## config.mk

```make
export PLATFORM = sky130hd
export DESIGN_NAME = mem_line_xfer
export DESIGN_NICKNAME = d
export VERILOG_FILES = /design/src/rtl/cache_mem_pkg.sv /design/src/rtl/mem_line_xfer.sv
export SDC_FILE = /design/constraint.sdc
export NUM_CORES = 1
export LEC_CHECK = 0
export BUFFER_PORTS_ARGS = -buffer_cell sky130_fd_sc_hd__buf_2
export CAP_MARGIN = 20
export CORE_UTILIZATION = 30
export CTS_CLUSTER_SIZE = 20
export DETAILED_ROUTE_END_ITERATION = 8
export PLACE_DENSITY = 0.57
export SYNTH_ARGS = -nofsm -noshare
export SYNTH_HDL_FRONTEND = slang
export SYNTH_SLANG_ARGS = --single-unit
```

## constraint.sdc

```tcl
create_clock -name clk -period 2.2 [get_ports clk]
set_input_delay 0.33 -clock clk [delete_from_list [all_inputs] [get_ports clk]]
set_output_delay 0.33 -clock clk [all_outputs]
set_load 0.01 [all_outputs]
```

## src/rtl/cache_mem_pkg.sv

```systemverilog
// Shared types and helpers for the cache line transfer engine.
package cache_mem_pkg;

    localparam int WORD_W              = 32;
    localparam int DEF_WORDS_PER_LINE  = 4;

    // Transfer engine states.
    typedef enum logic [1:0] {
        IDLE = 2'd0,
        WB   = 2'd1,
        FILL = 2'd2,
        RESP = 2'd3
    } xfer_state_t;

    // Line at the default geometry; modules with other W build their own width.
    typedef logic [WORD_W*DEF_WORDS_PER_LINE-1:0] line_t;

    // Clear the word-offset bits of a word address to get its line base.
    function automatic logic [63:0] line_base(input logic [63:0] addr,
                                              input int unsigned offs_w);
        return addr & ~((64'd1 << offs_w) - 64'd1);
    endfunction

endpackage

```

## src/rtl/mem_line_xfer.sv

```systemverilog
// Initiator side of the word-addressed memory port: one cache-line request
// becomes an optional W-word writeback followed by a W-word fill.
module mem_line_xfer
    import cache_mem_pkg::*;
#(
    parameter int ADDR_WIDTH     = 32,
    parameter int WORDS_PER_LINE = 4
) (
    input  logic                             clk,
    input  logic                             rst,
    input  logic                             req_valid,
    output logic                             req_ready,
    input  logic                             req_wb,
    input  logic [ADDR_WIDTH-1:0]            req_fill_addr,
    input  logic [ADDR_WIDTH-1:0]            req_wb_addr,
    input  logic [WORD_W*WORDS_PER_LINE-1:0] req_wb_line,
    output logic                             resp_valid,
    input  logic                             resp_ready,
    output logic [WORD_W*WORDS_PER_LINE-1:0] resp_line,
    output logic                             busy,
    output logic                             mem_wr_en,
    output logic [ADDR_WIDTH-1:0]            mem_addr,
    output logic [WORD_W-1:0]                mem_data,
    input  logic [WORD_W-1:0]                mem_data_in
);

    localparam int OFFS_W = $clog2(WORDS_PER_LINE);
    localparam int LINE_W = WORD_W * WORDS_PER_LINE;
    localparam logic [OFFS_W-1:0] LAST_WORD = OFFS_W'(WORDS_PER_LINE - 1);

    xfer_state_t              state_q, state_d;
    logic [OFFS_W-1:0]        cnt_q, cnt_d;
    logic [ADDR_WIDTH-1:0]    wb_base_q, wb_base_d;
    logic [ADDR_WIDTH-1:0]    fill_base_q, fill_base_d;
    logic [LINE_W-1:0]        wb_line_q, wb_line_d;
    logic [LINE_W-1:0]        buf_q, buf_d;

    // Next-state logic: request capture, word sequencing and fill capture.
    always_comb begin
        // NOTE: every variable gets a default first so no path leaves it unassigned (no latch).
        state_d     = state_q;
        cnt_d       = cnt_q;
        wb_base_d   = wb_base_q;
        fill_base_d = fill_base_q;
        wb_line_d   = wb_line_q;
        buf_d       = buf_q;

        case (state_q)
            IDLE: begin
                if (req_valid) begin
                    wb_base_d   = ADDR_WIDTH'(line_base(64'(req_wb_addr), OFFS_W));
                    fill_base_d = ADDR_WIDTH'(line_base(64'(req_fill_addr), OFFS_W));
                    wb_line_d   = req_wb_line;
                    cnt_d       = '0;
                    state_d     = req_wb ? WB : FILL;
                end
            end
            WB: begin
                // Counter wraps to 0 naturally after the last word.
                cnt_d = cnt_q + 1'b1;
                if (cnt_q == LAST_WORD) state_d = FILL;
            end
            FILL: begin
                buf_d[WORD_W*cnt_q +: WORD_W] = mem_data_in;
                cnt_d = cnt_q + 1'b1;
                if (cnt_q == LAST_WORD) state_d = RESP;
            end
            RESP: begin
                if (resp_ready) state_d = IDLE;
            end
            default: state_d = IDLE;
        endcase
    end

    // State registers with synchronous reset.
    always_ff @(posedge clk) begin
        // NOTE: non-blocking assignments so every register samples pre-edge values.
        if (rst) begin
            // NOTE: the line buffer is reset too because it drives resp_line, which must read 0 after reset.
            state_q     <= IDLE;
            cnt_q       <= '0;
            wb_base_q   <= '0;
            fill_base_q <= '0;
            wb_line_q   <= '0;
            buf_q       <= '0;
        end else begin
            state_q     <= state_d;
            cnt_q       <= cnt_d;
            wb_base_q   <= wb_base_d;
            fill_base_q <= fill_base_d;
            wb_line_q   <= wb_line_d;
            buf_q       <= buf_d;
        end
    end

    // Output decode from registered state only; no path from req_* to the memory port.
    always_comb begin
        req_ready  = 1'b0;
        resp_valid = 1'b0;
        busy       = (state_q != IDLE);
        mem_wr_en  = 1'b0;
        mem_addr   = '0;
        mem_data   = '0;
        resp_line  = buf_q;

        case (state_q)
            IDLE: req_ready = 1'b1;
            WB: begin
                // Gating with rst makes a reset abort before the edge commits another word.
                mem_wr_en = ~rst;
                mem_addr  = wb_base_q + ADDR_WIDTH'(cnt_q);
                mem_data  = wb_line_q[WORD_W*cnt_q +: WORD_W];
            end
            FILL: mem_addr = fill_base_q + ADDR_WIDTH'(cnt_q);
            RESP: resp_valid = 1'b1;
            default: ;
        endcase
    end

endmodule

```

* After elaboration in Yosys (flattened, before gate mapping)
Index checks and enable logic that the tools add are counted.
** Cells by class
- $add $sub $neg :: 4
- Equality and inequality tests :: 8
- Shift-type cells :: 3
- Mux-type cells :: 14
- Bitwise operators :: 1
- Reduce and logical (&&, ||, !) cells :: 7
** Operators with widths (number)
- $bwmux W128 :: 1
- $shift A32 B34 Y128 const A :: 1
- $shiftx A128 B8 Y32 :: 1
- $shiftx A32 B34 Y128 :: 1
- $add A32 B2 Y32 :: 2
- $pmux W32 S2 :: 1
- $neg A7 Y34 :: 1
- $mux W32 :: 1
- $mux W2 :: 6
- $ne A2 B2 Y1 const B :: 4
- $pmux W2 S4 :: 1
- $eq A2 B2 Y1 const B :: 3
- $pmux W2 S2 :: 1
- $reduce_and A2 Y1 :: 2
- $reduce_and A4 Y1 :: 1
- $reduce_bool A2 Y1 :: 2
- $mux W1 :: 3
- $add A2 B1 Y2 const B :: 1
- $eq A2 B1 Y1 const B :: 1
- $logic_not A2 Y1 :: 1
- $reduce_or A2 Y1 :: 1
- $not A1 Y1 :: 1
** Storage, ports and cells
- Bits in registers :: 320
- Word-level logic and storage cells :: 43

* Longest topological paths before layout
- Depth in word-level cells :: 4
- Depth in mapped cells :: 10
- Mapped depth without buffers :: 5

* Worst setup path before layout
OpenSTA, ideal clock, no wires.
- Path kind :: reg2reg
- Start :: reg cnt_q[1]
- End :: reg buf_q[10] (netlist: resp_line[10])
- Library setup time :: 70 ps
- Data arrival time :: 2177 ps
- Data required time :: 2130 ps
- Setup slack :: -47 ps
- Stages on the path, launching flop included :: 10
- Cells stage by stage :: dfxtp_1 -> buf_2 -> buf_1 -> inv_1 -> ha_1 -> clkbuf_1 -> nor3b_2 -> buf_2 -> nand4_1 -> a21oi_1
** Between the ends
- Longest elaborated chain between the ends :: 3
** RTL lines
- from (decl) :: RTL line mem_line_xfer.sv:32 : logic [OFFS_W-1:0] cnt_q, cnt_d;
- from (signal assigned) :: RTL line mem_line_xfer.sv:88 : cnt_q <= cnt_d;
- $neg A7 Y34 (*) :: RTL line mem_line_xfer.sv:64 : buf_d[WORD_W*cnt_q +: WORD_W] = mem_data_in;
- $shiftx A32 B34 Y128 or $shift A32 B34 Y128 (tied branches) :: RTL line mem_line_xfer.sv:64
- $bwmux W128 (*) :: RTL line mem_line_xfer.sv:64
- to (signal assigned) :: RTL line mem_line_xfer.sv:92 : buf_q <= buf_d;
- to (decl) :: RTL line mem_line_xfer.sv:36 : logic [LINE_W-1:0] buf_q, buf_d;
Every way passes the cells marked *; elsewhere a longest branch is shown, timed or not.
A chain may end at the register's enable or synchronous reset.

* Final worst setup path
- Start :: reg cnt_q[0]
- End :: out mem_data[11]
** Between the ends
- Longest elaborated chain between the ends :: 2
** RTL lines
- $shiftx A128 B8 Y32 :: RTL line mem_line_xfer.sv:112 : mem_data = wb_line_q[WORD_W*cnt_q +: WORD_W];
- $mux W32 :: RTL line mem_line_xfer.sv:106 : case (state_q)
- to (decl) :: RTL line mem_line_xfer.sv:23 : output logic [WORD_W-1:0] mem_data,
Every way passes these cells.

==> results.toml <==
[sta]
timing.setup.tns_ps = -2630
slew_violations = 0
clock_skew_ps = 10.3
whs_ps = 29.7
max_freq_ghz = 0.434
finalCritPeriodShare_pct = 105
relSlewSlack_pct = 54.6
hold_viol_final = 0
tightest_slew_ps = 680
setup-violations-final = 32
setup_ws_ps = -107
min_period_ps = 2310
rsz0062_at_grt = "yes"

[place]
dpl.cell_count = 2474
place_congestion = 0.810
portBuffers = 420
hpwl_um = 30500
dpl-instance-area_um2 = 15900

[worst_setup_path]
path_max_fanout = 7
worstSetupPathType = "reg2out"
crit_required_ps = 1870
crit_path_end_kind = "output port"
cp.arrival_ps = 1980
critPathLaunchType = "flip-flop"

[grt]
antenna_found_initial = 15
grt_usage_pct = 20.3
grt_overflow = 0
grt_pass1_wl_um = 70800
grt_pass1_vias = 12699
grt_start_max_net_pins = 90

[synthesis]
yosysMostFrequentCell = "nand2_1"
async_flop_share_pct = 0
syn_inst = 1566
ys_seq_elements = 320
seq_area_frac_synth_pct = 49.3
syn_nets = 1806
synth_common_cells = "478 x nand2_1, 320 x dfxtp_1, 288 x a21oi_1, 85 x clkbuf_1, 68 x nand4_1"
synth.top_cell.area_share_pct = 49.3
ys_types = 31
synth_ff_type = "dfxtp_1"
syn_avg_cell_area_um2 = 8.30
synth_edf_count = 0
yosys-top-cells-area = "dfxtp_1 49%, nand2_1 14%, a21oi_1 11%, mux4_2 5.5%, nand4_1 3.3%"
synth_top_area_cell = "dfxtp_1"
ys_warn_count = 0
syn_area_um2 = 13000

[route]
ant_nets = 0
dr_total_vias = 12949
routed_wl_um = 45900
viasPerCell = 4.95
firstDrtPassIters = 5
drc = 0
drtIter0Drc = 945
routedWlPerCell_um = 17.5

[cts]
cts_made_buffers = 38
cts.clk_slew.worst_paths_ps = 60
cts.sinks = 320
clockRootBuffer = "clkbuf_16"
insertion_delay_ps = 540
clk_path_buf_depth = 3
cts_tree = "done"
htreeDepth = 2

[floorplanning]
die_area_um2 = 44100
rows = 75
core-area_um2 = 42300
die_h_um = 210
initial_utilization_pct = 30.7
io_pins = 425
die_w_um = 210

[cells_and_area]
drive_gt1_share_pct = 31.9
layout.nets = 2247
finalInstanceArea_um2 = 18300
syn_to_final_growth_pct = 40.8
final_cells = 2618

[power_and_ir_drop]
ir_drop_uv = 677
leakage_uw = 0.00752
p_per_area_nw_per_um2 = 1080

[hold_path]
min_path_type = "in2reg"

[outcome]
violations = "negative setup slack"
outcome = "finished with violations"

[job]
maxCapViolCount = 0
sequential cells by signal, summed over array words and instances, names as in the netlist:
register     count
cnt_q            2
wb_base_q       30
fill_base_q     30
state_q          2
resp_line      128
wb_line_q      128
layout make-up:
type,instances,area [um^2]
clock buffers,52,1070
repair buffers,550,3800
clock inverters,15,134
well taps,577,722
inverters,6,27.5
flip-flops and latches,320,6420
multi-input cells,1091,6110
diodes,7,17.5
fillers,4357,24000
placed cells by master, fill, tap and decap left out, types with 23 or more instances in the layout:
| cell | count |
|---|---|
| nor2b_1 | 29 |
| buf_6 | 37 |
| a32oi_1 | 26 |
| buf_4 | 47 |
| nand2_1 | 478 |
| nand4_1 | 68 |
| and2_4 | 30 |
| nor2_1 | 34 |
| mux4_2 | 32 |
| dfxtp_1 | 316 |
| a21oi_1 | 288 |
| buf_12 | 23 |
| dlygate4sd3_1 | 48 |
| nand3_1 | 34 |
| a22oi_1 | 31 |
| buf_2 | 389 |
| clkbuf_16 | 39 |
power by group:
part           switching (uW)  leakage [uW]  internal [uW]
Combinational            3700       0.00432           2900
Clock                    2520      0.000590           3560
Sequential                416       0.00261           6600
Total                    6640       0.00752          13100
worst max-delay path: stages (launching register included):
cell     delay, ps
dfxtp_4        370
buf_12         140
buf_12         140
mux4_2         500
and2_1         150
buf_2          130
kinds of logic (layout without fill, tap and decap cells):
kind of cell    count (synthesis)  count (layout)  synth area share (%)
flops                         320             320                  49.3
buf+inv                       155             623                  5.23
mux                            35              35                  5.79
compound gates                350             350                  15.0
fa+ha+maj                      11              11                  1.06
simple gates                  695             695                  23.7
other cells                     0               7                     0
timing repair:
item	in CTS	in global routing
setup endpoints to repair	65	110
gates resized for setup	81	24
hold endpoints to repair	48	0
pin swaps	33	2
buffers inserted	13	6
hold buffers	48	0
gates cloned	4	0
stage by stage:
stage | power, uW | utilization, % | setup slack, ps
floorplan | 10600 | - | 45.4
global placement | 12700 | 37.6 | 147
detailed placement | 12800 | 37.6 | 128
CTS | 19800 | 42.9 | -161
global route | 20800 | 43.2 | -179
finish | 19700 | 43.2 | -107
final timing paths:
path / from / endpoint / depth (start not counted) / slack, ps
hold reg to reg: resp_line[49]$_SDFFE_PP0P_ / resp_line[49]$_SDFFE_PP0P_ / 2 / 450
hold / removal: req_wb_line[74] / wb_line_q[74]$_SDFFE_PP0P_ / 3 / 30
setup / recovery: cnt_q[0]$_SDFFE_PP0P_ / mem_data[11] / 5 / -110
setup reg to reg: cnt_q[0]$_SDFFE_PP0P_ / resp_line[0]$_SDFFE_PP0P_ / 8 / 120
per-layer routing:
metal	track usage [%]	share of wire (%)	vias up
met2	33.9	48	423
met4	9.01	3.3	12
met5	0	0.17	-
met1	24.9	41	6174
li1	-	-	6242
met3	4.78	7.2	98
Power figures use the tool's default switching activity.
